## config.mk

```make
export PLATFORM = sky130hd
export DESIGN_NAME = seq_mul_n
export DESIGN_NICKNAME = d
export VERILOG_FILES = /design/src/rtl/mul_pkg.sv /design/src/rtl/rca_n.sv /design/src/rtl/seq_mul_n.sv
export SDC_FILE = /design/constraint.sdc
export NUM_CORES = 1
export LEC_CHECK = 0
export ABC_AREA = 0
export CORE_AREA = 2 2 93 95
export DETAILED_ROUTE_END_ITERATION = 12
export DIE_AREA = 0 0 95 97
export GPL_TIMING_DRIVEN = 0
export PLACE_DENSITY = 0.52
export SETUP_SLACK_MARGIN = 0.3
export SLEW_MARGIN = 40
export SYNTH_ARGS = -nofsm -noshare
export SYNTH_HDL_FRONTEND = slang
export SYNTH_SLANG_ARGS = --single-unit
export TNS_END_PERCENT = 1
```

## constraint.sdc

```tcl
create_clock -name clk -period 7.8 [get_ports clk]
set_clock_uncertainty 0.05 [all_clocks]
set_input_delay 0.78 -clock clk [delete_from_list [all_inputs] [get_ports clk]]
set_output_delay 0.78 -clock clk [all_outputs]
set_load 0.005 [all_outputs]
```

## src/rtl/mul_pkg.sv

```systemverilog
`default_nettype none
// ============================================================================
// Module      : mul_pkg
// Description : Shared types, defaults and helpers for the sequential multiplier.
// Revision    : 1.0 - initial release
// ============================================================================
package mul_pkg;

    localparam int c_default_width = 8;
    localparam int c_mag_w         = 64;

    typedef logic [1:0] state_t;

    localparam state_t c_st_idle = 2'd0;
    localparam state_t c_st_run  = 2'd1;
    localparam state_t c_st_fix  = 2'd2;
    localparam state_t c_st_done = 2'd3;

    // Magnitude of the w-bit two's-complement value held in the low bits of v.
    // The most negative value maps onto its positive unsigned magnitude.
    function automatic logic [c_mag_w-1:0] f_mag(input logic [c_mag_w-1:0] v, input int w);
        logic [c_mag_w-1:0] mask;
        mask = (w >= c_mag_w) ? '1 : ((c_mag_w'(1) << w) - c_mag_w'(1));
        if (v[w-1])
            return (~v + c_mag_w'(1)) & mask;
        else
            return v & mask;
    endfunction

endpackage
`default_nettype wire

```

## src/rtl/rca_n.sv

```systemverilog
`default_nettype none
// ============================================================================
// Module      : rca_n
// Description : WIDTH-bit ripple-carry adder with carry in and carry out.
// Revision    : 1.0 - initial release
// ============================================================================
module rca_n #(
    parameter int WIDTH = 8
) (
    input  logic [WIDTH-1:0] i_a,
    input  logic [WIDTH-1:0] i_b,
    input  logic             i_cin,
    output logic [WIDTH-1:0] o_sum,
    output logic             o_cout
);

    logic [WIDTH:0] w_c;

    assign w_c[0] = i_cin;

    generate
        for (genvar i = 0; i < WIDTH; i++) begin : g_fa
            assign o_sum[i]  = i_a[i] ^ i_b[i] ^ w_c[i];
            assign w_c[i+1]  = (i_a[i] & i_b[i]) | (w_c[i] & (i_a[i] ^ i_b[i]));
        end
    endgenerate

    assign o_cout = w_c[WIDTH];

endmodule
`default_nettype wire

```

## src/rtl/seq_mul_n.sv

```systemverilog
`default_nettype none
// ============================================================================
// Module      : seq_mul_n
// Description : Sequential shift-and-add multiplier, unsigned or signed per op.
// Revision    : 1.0 - initial release
// ============================================================================
module seq_mul_n
    import mul_pkg::*;
#(
    parameter int WIDTH = c_default_width,
    parameter int CNT_W = $clog2(WIDTH + 1)
) (
    input  logic               clk,
    input  logic               rst,
    input  logic               in_valid,
    output logic               in_ready,
    input  logic [WIDTH-1:0]   a,
    input  logic [WIDTH-1:0]   b,
    input  logic               is_signed,
    output logic               out_valid,
    input  logic               out_ready,
    output logic [2*WIDTH-1:0] product,
    output logic               busy
);

    localparam int         c_pw   = 2 * WIDTH;
    localparam [CNT_W-1:0] c_last = CNT_W'(WIDTH - 1);

    state_t             r_state;
    state_t             w_next_state;
    logic [WIDTH-1:0]   r_mcand;
    logic [WIDTH-1:0]   r_mplier;
    logic [WIDTH-1:0]   r_acc_hi;
    logic [CNT_W-1:0]   r_cnt;
    logic               r_neg;
    logic [c_pw-1:0]    r_product;
    logic               r_out_valid;

    logic [WIDTH-1:0]   w_mag_a;
    logic [WIDTH-1:0]   w_mag_b;
    logic [WIDTH-1:0]   w_addend;
    logic [WIDTH-1:0]   w_sum;
    logic               w_cout;
    logic [c_pw-1:0]    w_full;
    logic [c_pw-1:0]    w_negated;

    assign w_mag_a   = WIDTH'(f_mag(c_mag_w'(a), WIDTH));
    assign w_mag_b   = WIDTH'(f_mag(c_mag_w'(b), WIDTH));
    assign w_addend  = r_mplier[0] ? r_mcand : '0;
    assign w_full    = {r_acc_hi, r_mplier};
    assign w_negated = ~w_full + c_pw'(1);

    rca_n #(
        .WIDTH (WIDTH)
    ) u_step_add (
        .i_a    (r_acc_hi),
        .i_b    (w_addend),
        .i_cin  (1'b0),
        .o_sum  (w_sum),
        .o_cout (w_cout)
    );

    always_ff @(posedge clk or posedge rst) begin
        if (rst)
            r_state <= c_st_idle;
        else
            r_state <= w_next_state;
    end

    always_comb begin
        w_next_state = r_state;
        case (r_state)
            c_st_idle: if (in_valid)        w_next_state = c_st_run;
            c_st_run:  if (r_cnt == c_last) w_next_state = c_st_fix;
            c_st_fix:                       w_next_state = c_st_done;
            c_st_done: if (out_ready)       w_next_state = c_st_idle;
            default:                        w_next_state = c_st_idle;
        endcase
    end

    always_comb begin
        in_ready = (r_state == c_st_idle);
        busy     = (r_state != c_st_idle);
    end

    always_ff @(posedge clk or posedge rst) begin
        if (rst) begin
            r_mcand     <= '0;
            r_mplier    <= '0;
            r_acc_hi    <= '0;
            r_cnt       <= '0;
            r_neg       <= 1'b0;
            r_product   <= '0;
            r_out_valid <= 1'b0;
        end else begin
            case (r_state)
                c_st_idle: begin
                    if (in_valid) begin
                        r_mcand  <= is_signed ? w_mag_a : a;
                        r_mplier <= is_signed ? w_mag_b : b;
                        r_neg    <= is_signed & (a[WIDTH-1] ^ b[WIDTH-1]);
                        r_acc_hi <= '0;
                        r_cnt    <= '0;
                    end
                end
                c_st_run: begin
                    // {carry, sum, mplier} shifted right by one
                    r_acc_hi <= {w_cout, w_sum[WIDTH-1:1]};
                    r_mplier <= {w_sum[0], r_mplier[WIDTH-1:1]};
                    r_cnt    <= r_cnt + CNT_W'(1);
                end
                c_st_fix: begin
                    r_product   <= r_neg ? w_negated : w_full;
                    r_out_valid <= 1'b1;
                end
                c_st_done: begin
                    if (out_ready)
                        r_out_valid <= 1'b0;
                end
                default: ;
            endcase
        end
    end

    assign product   = r_product;
    assign out_valid = r_out_valid;

endmodule
`default_nettype wire

```

* Word level (Yosys, flattened, before mapping)
Index checks and enable logic that the tools add are counted.
Operators by class: eq/ne operators 7, shift operators 0, bitwise gates (word level) 42, reduce and logical (&&, ||, !) cells 8, $mul 0, order comparisons 0, div/mod/pow operators 0, add/sub/neg operators 4, multiplexer cells 18
Operators by type and width (number):
- 8-bit 2-to-1 mux | 7
- 8-bit one-hot mux with 2 select lines | 2
- 16-bit by 1-bit adder with 16-bit output (second input constant) | 1
- 8-bit by 1-bit adder with 8-bit output (second input constant) | 2
- 1-bit bitwise AND | 16
- 16-bit 2-to-1 mux | 1
- 16-bit NOT | 1
- 8-bit NOT | 2
- 1-bit bitwise XOR | 16
- 2-bit one-hot mux with 4 select lines | 1
- 4-bit one-hot mux with 2 select lines | 1
- 1-bit bitwise OR | 7
- 2-bit 2-to-1 mux | 3
- 2-bit inequality test (second input constant) | 3
- 2-bit AND reduction | 3
- 2-bit nonzero test | 3
- 4-bit by 1-bit adder with 4-bit output (second input constant) | 1
- 2-bit equality test (second input constant) | 2
- 4-bit by 3-bit equality test with 1-bit output (second input constant) | 1
- 4-bit 2-to-1 mux | 1
- 3-bit AND reduction | 1
- 2-bit by 1-bit equality test with 1-bit output (second input constant) | 1
- 2-bit zero test | 1
- 1-bit one-hot mux with 2 select lines | 1
- 1-bit 2-to-1 mux | 1
Word-level totals: memories kept 0, input bits 21, bits in writable memories 0, ROM bits 0, register bits after elaboration 48, bits in latches 0, output and inout bits 19

* Longest topological paths before layout
depth after elaboration 17, mapped depth 14, gate-level depth less buffers 13

* Hierarchy
Synthesis repeated with hierarchy kept, for this count alone.
Unflattened totals: cells, all modules 297, area total of the unflattened synthesis 2902.8 µm²
Modules (own cells, without submodules):
- seq_mul_n | seq. area each 1201.2 µm², instances 1, area an instance 2705.1 µm², cells an instance 279
- rca_n | seq. area each 0.0 µm², instances 1, area an instance 197.7 µm², cells an instance 18

* Worst setup path after synthesis
Ideal clock, no wire load.
path kind register to register, from register r_mplier[0], to register r_acc_hi[6], arrival 3.567 ns, setup time 0.129 ns, clock period less this slack 3.745 ns, slack 4.055 ns, cell stages (with the launch flop) 15, path through dfrtp_1 -> clkbuf_1 -> and2_1 -> ha_1 -> inv_1 -> fa_1 -> fa_1 -> fa_1 -> fa_1 -> fa_1 -> inv_1 -> fa_1 -> inv_1 -> fa_1 -> o21ai_0
Between the ends: word-level cells in the longest chain between the ends 16, elaborated cells between the ends (all ways) 29
RTL lines:
- start, declared | RTL line seq_mul_n.sv:32 | logic [WIDTH-1:0] r_mplier;
- start signal, assigned | RTL line seq_mul_n.sv:100 | r_mplier <= is_signed ? w_mag_b : b;
- start signal, assigned | RTL line seq_mul_n.sv:109 | r_mplier <= {w_sum[0], r_mplier[WIDTH-1:1]};
- 8-bit 2-to-1 mux (*) | RTL line seq_mul_n.sv:49 | assign w_addend = r_mplier[0] ? r_mcand : '0;
- 1-bit bitwise AND or 1-bit bitwise XOR (tied branches) | RTL line rca_n.sv:24 | assign w_c[i+1] = (i_a[i] & i_b[i]) | (w_c[i] & (i_a[i] ^ i_b[i]));
- 1-bit bitwise AND | RTL line rca_n.sv:24
- 1-bit bitwise OR | RTL line rca_n.sv:24
- 1-bit bitwise AND | RTL line rca_n.sv:24
- 1-bit bitwise OR | RTL line rca_n.sv:24
- 1-bit bitwise AND | RTL line rca_n.sv:24
- 1-bit bitwise OR | RTL line rca_n.sv:24
- 1-bit bitwise AND | RTL line rca_n.sv:24
- 1-bit bitwise OR | RTL line rca_n.sv:24
- 1-bit bitwise AND | RTL line rca_n.sv:24
- 1-bit bitwise OR | RTL line rca_n.sv:24
- 1-bit bitwise AND | RTL line rca_n.sv:24
- 1-bit bitwise OR | RTL line rca_n.sv:24
- 1-bit bitwise XOR (*) | RTL line rca_n.sv:23 | assign o_sum[i] = i_a[i] ^ i_b[i] ^ w_c[i];
- 8-bit one-hot mux with 2 select lines (*) | RTL line seq_mul_n.sv:96 | case (r_state)
- end signal, assigned | RTL line seq_mul_n.sv:108 | r_acc_hi <= {w_cout, w_sum[WIDTH-1:1]};
- end, declared | RTL line seq_mul_n.sv:33 | logic [WIDTH-1:0] r_acc_hi;
Mark *: on every way between the ends. The rest lies on a longest branch, timed or not. A chain may end at the register's enable or synchronous reset.

* Worst setup path in the final report
Same ends and word-level chain as after synthesis.

==> reports/metrics.cfg <==
[status]
outcome=finished, final reports clean

[setup_path]
path_max_fanout=10
cp.required_ns=7.93
arrival_ns=4.13
start_kind=flop
crit_type=flop to flop
critPathCaptureType=flop

[synthesis]
synth_compound_area_frac=0.171
synth_cell_type_count=43
synth_edf_count=0
ys_ff_latch=48
muxShareOfSynthArea=0.0331
syn_inst=293
synth_ff_type=dfrtp_1
syn_area_per_cell_um2=9.54
synth.yosys.seq_area_share=0.430
yosysWarningCount=0
yosys.area_share.simple=0.142
synth_top_family_by_area=compound AO/OA/AOI/OAI gates
syn_area_um2=2800
synth-xor-area-share=0.0783
yosys.area_share.adder=0.0904
synth_async_sr_flop_share=1.00
syn-num-nets=330

[floorplanning]
die_area_um2=9220
fp.dieW_um=95
die_h_um=97
start_util=0.344
row_count=33
core_um2=8130
top_level_ports=40

[global_routing]
grt_pass1_wl_um=10500
antenna_found_initial=0
grt_usage=0.143
grt_max_degree=35
grt_pass1_vias=2222
globalRouteOverflowTotal=0

[drt]
detail_route.wl_per_cell_um=13.1
routed_via_density=4.82
wl_um=5860
drtAntennaViolNets=0
vias=2150
drt_first_iter_violations=59
first_pass_iters=4
drc_errors=0

[cts]
postCtsSetupRepairBufs=0
cts-root-buf=clkbuf_8
post_cts.resized_instances=0
path_clk_slew_ns=0.10
clkLatencyLatePin_ns=0.31
ctsHoldBuffers=0
cts_made_buffers=5
htreeDepth=2
clock_path_buffers=2
cts_sinks=48
cts_tree=yes

[power]
ir_drop_mv=0.102
power.density_nw_per_um2=362
p_sw_uw=498
intPower_uw=752
p_sw_frac=0.399
p_comb_frac=0.502
power_leakage_nw=1.44
p_seq_frac=0.352
clkPwrFrac=0.147

[final_layout]
syn_to_final_growth_pct=23.4
stdcell_area_um2=3450
fill_cells=820
multi_input_area_um2=1440
n_antenna_cell=0
utilization=0.424
drive_gt1_frac=0.0645
layout_common_cells=dfrtp_1 (48), clkdlybuf4s50_1 (39), nor2_1 (29)
fin_nets=377
seq_area_um2=1200
fin_cells=446
final_common_cell=dfrtp_1

[sta]
tightest_slew_ns=0.652
hold_slack_ns=0.432
finalSetupViolCount=0
max_freq_mhz=250
setup_tns_ns=0
hold_viol_final=0
fin_crit_ns=4.00
rsz0062_at_grt=false
finalCritPeriodShare=0.512
slew_viol_final=0
slew_headroom=0.565

[placement]
portBuffers=39
place_hpwl_um=4610
dpl-instance-area_um2=3340
dp.cells=438
gp_congestion=0.805

[job]
drv_cap=0

[worst_hold_path]
holdCritPathClass=flop to flop

through the flow:
stage,power (mW),worst slack (ns)
4_1_cts,1.27,3.76
2_1_floorplan,0.852,4.05
3_3_place_gp,1.07,3.80
3_5_place_dp,1.08,3.79
5_1_grt,1.38,3.53
6_report,1.25,3.80
cell type report:
cell class / count / share of cell area
Clock inverter: 3 / 0.0123
Inverter: 24 / 0.0268
Buffer: 15 / 0.0188
Timing Repair Buffer: 40 / 0.119
Sequential cell: 48 / 0.348
Tap cell: 105 / 0.0381
Multi-Input combinational cell: 206 / 0.417
Clock buffer: 5 / 0.0199
power by group through the flow:
stage | combinational, mW | clock [mW] | sequential (mW)
global placement | 0.630 | 0 | 0.443
finish | 0.627 | 0.183 | 0.440
detailed placement | 0.639 | 0 | 0.446
CTS | 0.642 | 0.189 | 0.441
floorplan | 0.422 | 0 | 0.430
global route | 0.725 | 0.198 | 0.456
registers in the layout (all words and copies together), names as in the netlist:
signal,flops
product,16
r_acc_hi,8
r_mplier,8
out_valid,1
r_mcand,8
r_neg,1
r_state,2
r_cnt,4
layer usage:
layer	up-vias	global-route usage	routed length (um)
met3	6	0.0257	191
met5	-	0	0
li1	1104	-	-
met2	42	0.224	2630
met4	0	0.0401	85
met1	998	0.200	2950
Yosys cell counts, types with 4 or more instances:
cell	instances	share of area
dfrtp_1	48	0.43
nor2_1	29	0.039
nand2_1	26	0.035
a21oi_1	24	0.043
inv_1	24	0.032
o21ai_0	19	0.034
xnor2_1	17	0.053
clkbuf_1	11	0.015
ha_1	9	0.040
xor2_1	8	0.025
fa_1	7	0.050
mux2i_1	7	0.025
o22ai_1	7	0.016
o31ai_1	7	0.019
or3_1	4	0.0089
logic make-up after synthesis:
group	count (synthesis)
compound gates	72
xor+xnor	25
fa+ha+maj	16
buf+inv	39
flops	48
mux	9
simple gates	84
worst paths after layout:
path                                  start     endpoint  slack, ns  depth (start not counted)
min in group asynchronous               rst  product[15]       0.68                          2
worst min-delay path             r_mcand[6]   r_mcand[6]       0.43                          2
worst max register to register  r_mplier[0]  r_acc_hi[6]       3.80                         14
worst max-delay path            r_mplier[0]  r_acc_hi[6]       3.80                         14
max in group asynchronous               rst   r_mcand[0]       6.59                          3
worst min register to register   r_mcand[6]   r_mcand[6]       0.43                          2
critical path, stage by stage (launching register included):
cell      delay [ns]
dfrtp_1         0.39
clkbuf_1        0.34
and2_1          0.19
ha_1            0.13
inv_1           0.05
fa_1            0.38
fa_1            0.39
fa_1            0.39
fa_1            0.39
fa_1            0.37
inv_1           0.07
fa_1            0.15
inv_1           0.05
fa_1            0.46
o21ai_0         0.08
Power figures use the tool's default switching activity.
